### src/rtl/instr_fetch_unit.sv
// RV32I instruction fetch stage: owns the PC, issues in-order word reads to instruction memory
// and buffers PC-tagged instructions for the decoder, squashing wrong-path responses on redirect.
module instr_fetch_unit #(
  parameter logic [31:0] RESET_PC = 32'h0000_0000,
  parameter int unsigned DEPTH    = 4
) (
  input  logic        clk,
  input  logic        rst,
  output logic        imem_req_valid,
  input  logic        imem_req_ready,
  output logic [31:0] imem_addr,
  input  logic        imem_resp_valid,
  input  logic [31:0] imem_resp_data,
  input  logic        redirect_valid,
  input  logic [31:0] redirect_pc,
  output logic        inst_valid,
  input  logic        inst_ready,
  output logic [31:0] inst,
  output logic [31:0] inst_pc,
  output logic [6:0]  opcode,
  output logic        fetch_fault
);

  localparam int unsigned PtrW = $clog2(DEPTH);
  localparam int unsigned CntW = PtrW + 1;

  logic [31:0]     r_pc;
  logic [31:0]     r_resp_pc;
  logic [CntW-1:0] r_out;
  logic [CntW-1:0] r_drop;
  logic [CntW-1:0] r_count;
  logic [PtrW-1:0] r_rd_ptr;
  logic [PtrW-1:0] r_wr_ptr;
  logic            r_fault;
  logic [31:0]     r_mem_data [DEPTH];
  logic [31:0]     r_mem_pc   [DEPTH];

  logic [CntW+1:0] w_inflight;
  logic            w_fire;
  logic            w_push;
  logic            w_resp_drop;
  logic            w_empty;
  logic            w_pop;

  // Outstanding requests, buffered entries and pending drops share one budget of DEPTH slots,
  // so every accepted response is guaranteed a FIFO slot.
  assign w_inflight  = {2'b00, r_out} + {2'b00, r_count} + {2'b00, r_drop};

  assign imem_req_valid = !rst && !r_fault && !redirect_valid &&
                          (w_inflight < (CntW+2)'(DEPTH));
  assign imem_addr      = r_pc;
  assign w_fire         = imem_req_valid && imem_req_ready;

  assign w_resp_drop = imem_resp_valid && (r_drop != '0);
  assign w_push      = !rst && imem_resp_valid && (r_drop == '0) && !redirect_valid;

  assign w_empty    = (r_count == '0);
  assign inst_valid = !w_empty && !redirect_valid;
  assign w_pop      = inst_valid && inst_ready;

  assign inst        = w_empty ? 32'h0 : r_mem_data[r_rd_ptr];
  assign inst_pc     = w_empty ? 32'h0 : r_mem_pc[r_rd_ptr];
  assign opcode      = inst[6:0];
  assign fetch_fault = r_fault;

  always_ff @(posedge clk) begin
    if (rst) begin
      r_pc      <= RESET_PC;
      r_resp_pc <= RESET_PC;
      r_out     <= '0;
      r_drop    <= '0;
      r_count   <= '0;
      r_rd_ptr  <= '0;
      r_wr_ptr  <= '0;
      r_fault   <= 1'b0;
    end else if (redirect_valid) begin
      r_pc      <= redirect_pc;
      r_resp_pc <= redirect_pc;
      r_count   <= '0;
      r_rd_ptr  <= '0;
      r_wr_ptr  <= '0;
      // Everything still in flight is wrong-path; a response landing now is one of them.
      r_drop    <= r_drop + r_out - CntW'(imem_resp_valid);
      r_out     <= '0;
      r_fault   <= |redirect_pc[1:0];
    end else begin
      if (w_fire) begin
        r_pc <= r_pc + 32'd4;
      end
      if (w_push) begin
        r_resp_pc <= r_resp_pc + 32'd4;
        r_wr_ptr  <= r_wr_ptr + PtrW'(1);
      end
      if (w_pop) begin
        r_rd_ptr <= r_rd_ptr + PtrW'(1);
      end
      if (w_resp_drop) begin
        r_drop <= r_drop - CntW'(1);
      end
      r_count <= r_count + CntW'(w_push) - CntW'(w_pop);
      r_out   <= r_out + CntW'(w_fire) - CntW'(w_push);
    end
  end

  // Storage needs no reset: the empty flag masks stale contents.
  always_ff @(posedge clk) begin
    if (w_push) begin
      r_mem_data[r_wr_ptr] <= imem_resp_data;
      r_mem_pc[r_wr_ptr]   <= r_resp_pc;
    end
  end

`ifndef SYNTHESIS
  a_no_push_full : assert property (@(posedge clk) disable iff (rst)
    w_push |-> (r_count < CntW'(DEPTH)));
  a_resp_expected : assert property (@(posedge clk) disable iff (rst)
    imem_resp_valid |-> ((r_out + r_drop) != '0));
`endif

endmodule

### config.mk
export PLATFORM = sky130hd
export DESIGN_NAME = instr_fetch_unit
export DESIGN_NICKNAME = d
export VERILOG_FILES = /design/src/rtl/instr_fetch_unit.sv
export SDC_FILE = /design/constraint.sdc
export NUM_CORES = 1
export LEC_CHECK = 0
export CAP_MARGIN = 20
export CORE_MARGIN = 2
export CORE_UTILIZATION = 45
export CTS_BUF_LIST = sky130_fd_sc_hd__clkbuf_4 sky130_fd_sc_hd__clkbuf_8 sky130_fd_sc_hd__clkbuf_16
export DETAILED_ROUTE_END_ITERATION = 8
export PLACE_DENSITY = 0.67
export SLEW_MARGIN = 20
export SYNTH_ARGS = -nofsm -noshare
export SYNTH_HDL_FRONTEND = slang
export SYNTH_SLANG_ARGS = --single-unit
### constraint.sdc
create_clock -name clk -period 4.3 [get_ports clk]
set_input_delay 0.86 -clock clk [delete_from_list [all_inputs] [get_ports clk]]
set_output_delay 0.86 -clock clk [all_outputs]
set_load 0.01 [all_outputs]
==> reports/qor.yml, run 1 <==
status: "finished clean"
rows: 65
power_density_mw_per_mm2: 415
grt_pass1_wl_um: 49000
synth.area.top_cells: "edfxtp_1 54%, dfxtp_1 11%, mux4_2 10%"
grt_start_max_net_pins: 66
drive_above_1_share_pct: 15.1
boundaryPins: 176
endpoint_kind: "output pin"
drtPass1Iterations: 5
cts.sinks: 336
final_common_cell: "edfxtp_1"
clock_power_share_pct: 42.6
cts_tree: "yes"
routed_wl_um: 30900
async_reset_ff_share_pct: 0
via_per_inst: 5.54
wl_per_cell_um: 19.8
ys_ff_latch: 336
antenna_found_initial: 0
p_seq_share_pct: 49.8
layout_common_cells: "256 x edfxtp_1, 174 x clkdlybuf4s50_1, 78 x dfxtp_1"
detail_route.iter0.violations: 618
fill_cells: 2495
dieArea_mm2: 0.0333
cts_setup_buffers: 0
synth_nets: 1056
max-clock-path-buffers: 3
max_slew_margin_pct: 37.4
core-area_mm2: 0.0315
first_global_vias: 8723
swShare_pct: 21.2
clkTransAtPathRegs_ps: 60
hold_viol: 0
worst_ep_arrival_time_ps: 3210
post-route-drc-count: 0
critical_path_class: "reg -> out"
cts_max_level: 2
critPathMaxFanout: 3
rsz0062_at_grt: "false"
avgSynthCellArea_um2: 14.9
yosysSeqAreaShare_pct: 64.9
hold_ws_ps: 467
ff_latch_area_mm2: 0.00929
overflow: 0
internal_power_mw: 5.82
area_growth_pct: 24.3
multi_input_area_mm2: 0.00462
track_usage_pct: 18.9
fp.dieW_um: 182
fin_worst_skew_ps: 19.5
period_share_pct: 94.7
place.gp.congestion: 0.851
synth_area_mm2: 0.0143
initial_core_util_pct: 45.5
antennaDiodeCount: 0
fin_tns_setup_ps: 0
max_clock_freq_mhz: 246
post-route-min-period_ps: 4070
die_h_um: 182
worst_pin_slew_ps: 938
io_buffer_count: 175
synth_edf_count: 256
hold_class: "reg -> reg"
cts-resized-gates: 0
power.net_switching_mw: 1.57
dp_hpwl_um: 19500
final_max_slew_viol_count: 0
synth_top_area_share_pct: 53.7
drv_cap: 0
yosysTopAreaCell: "edfxtp_1"
drt.antenna.violating_nets: 0
power.share.combinational_pct: 7.5
setup_viol: 0
vdd_drop_max_mv: 0.192
yosysUniqueCellTypes: 66
via_count: 8665
root_buffer: "clkbuf_16"
critPathLaunchType: "flip-flop"
cts_made_buffers: 37
insertion_delay_ps: 520
p_leak_nw: 5.77
fin_nets: 1235
synthFlopType: "edfxtp_1"
cts_hold_buffers: 0
yosysWarnings: 0
synth_cells: 962
cp.required_ps: 3440
==> worst paths after layout <==
path,slack (ps),from,depth (start not counted),to
hold reg to reg,470,imem_addr[0]$_SDFFE_PP0P_,2,imem_addr[0]$_SDFFE_PP0P_
setup / recovery,230,r_out[1]$_SDFF_PP0_,8,imem_req_valid
setup reg to reg,670,r_out[1]$_SDFF_PP0_,14,r_out[1]$_SDFF_PP0_
hold / removal,470,imem_addr[0]$_SDFFE_PP0P_,2,imem_addr[0]$_SDFFE_PP0P_
==> kinds of logic after synthesis <==
group	share of synthesized area, %
multiplexers	10.2
AO/OA/AOI/OAI	6.08
AND/OR/NAND/NOR	10.6
buffers and inverters	3.01
XOR/XNOR	2.87
flip-flops	64.9
adder cells (fa/ha/maj)	2.41
==> cell type report <==
cell class                 instances  share of cell area (%)
clock inverter                     9                   0.907
tap                              402                    2.83
clock buffer                      51                    5.92
inverter                          47                   0.991
sequential                       336                    52.2
multi-input combinational        523                    26.0
timing repair buffer             196                    11.2
==> critical path, cell delays in order (launching register included) <==
cell	delay, ps
dfxtp_1	350
inv_1	110
fa_1	620
nor2_1	80
fa_1	480
nor4_4	190
o41ai_2	160
nor2_1	150
clkdlybuf4s50_1	550
==> cell usage after synthesis, drive strengths merged (17+ instances only) <==
library cell / n
clkbuf: 34
edfxtp: 256
xnor2: 23
nand2: 38
ha: 18
buf: 22
mux4: 64
dfxtp: 80
nor2b: 65
a21boi: 17
nand4: 27
a21oi: 38
nor2: 48
inv: 47
xor2: 24
a211oi: 18
==> power groups by stage <==
stage | clock network, mW | registers (mW) | logic, mW
floorplan | 0 | 3.72 | 0.302
global placement | 0 | 3.74 | 0.551
detailed placement | 0 | 3.74 | 0.555
CTS | 3.21 | 3.68 | 0.561
global route | 3.35 | 3.69 | 0.616
finish | 3.15 | 3.68 | 0.557
==> stage by stage <==
stage                     power, mW  utilization (%)  std cells  area [um2]  setup WS [ps]
final                          7.38             56.6       1564       17800            228
after floorplan                4.03                -        962       14300            866
after global placement         4.29             52.7       1504       16600            778
after CTS                      7.45             56.5       1564       17800            205
after detailed placement       4.30             52.7       1504       16600            737
after global routing           7.65             56.6       1564       17800           56.1
==> state kept, by name, summed over array words and instances, names as in the netlist, named ones only <==
name,cells
r_wr_ptr,2
r_count,3
imem_addr,32
fetch_fault,1
r_resp_pc,32
r_out,3
r_mem_data,128
r_rd_ptr,2
r_mem_pc,128
r_drop,3
==> metal layers <==
metal  GRT usage, %  vias to the layer above  routed length [um]
met5              0                        -                   0
met1           27.3                     4298               14200
met3           3.29                       48                1760
met4           4.81                        0                 588
li1               -                     4021                   -
met2           30.1                      298               14400
Power figures use the tool's default switching activity.
==> run 2, diff against run 1 <==
--- a/config.mk
+++ b/config.mk
@@ -5,6 +5,7 @@
 export SDC_FILE = /design/constraint.sdc
 export NUM_CORES = 1
 export LEC_CHECK = 0
+export ABC_AREA = 0
 export CAP_MARGIN = 20
 export CORE_MARGIN = 2
 export CORE_UTILIZATION = 45
==> results of run 2 <==
No change in the layout: final DEF, timing and power equal those of run 1.
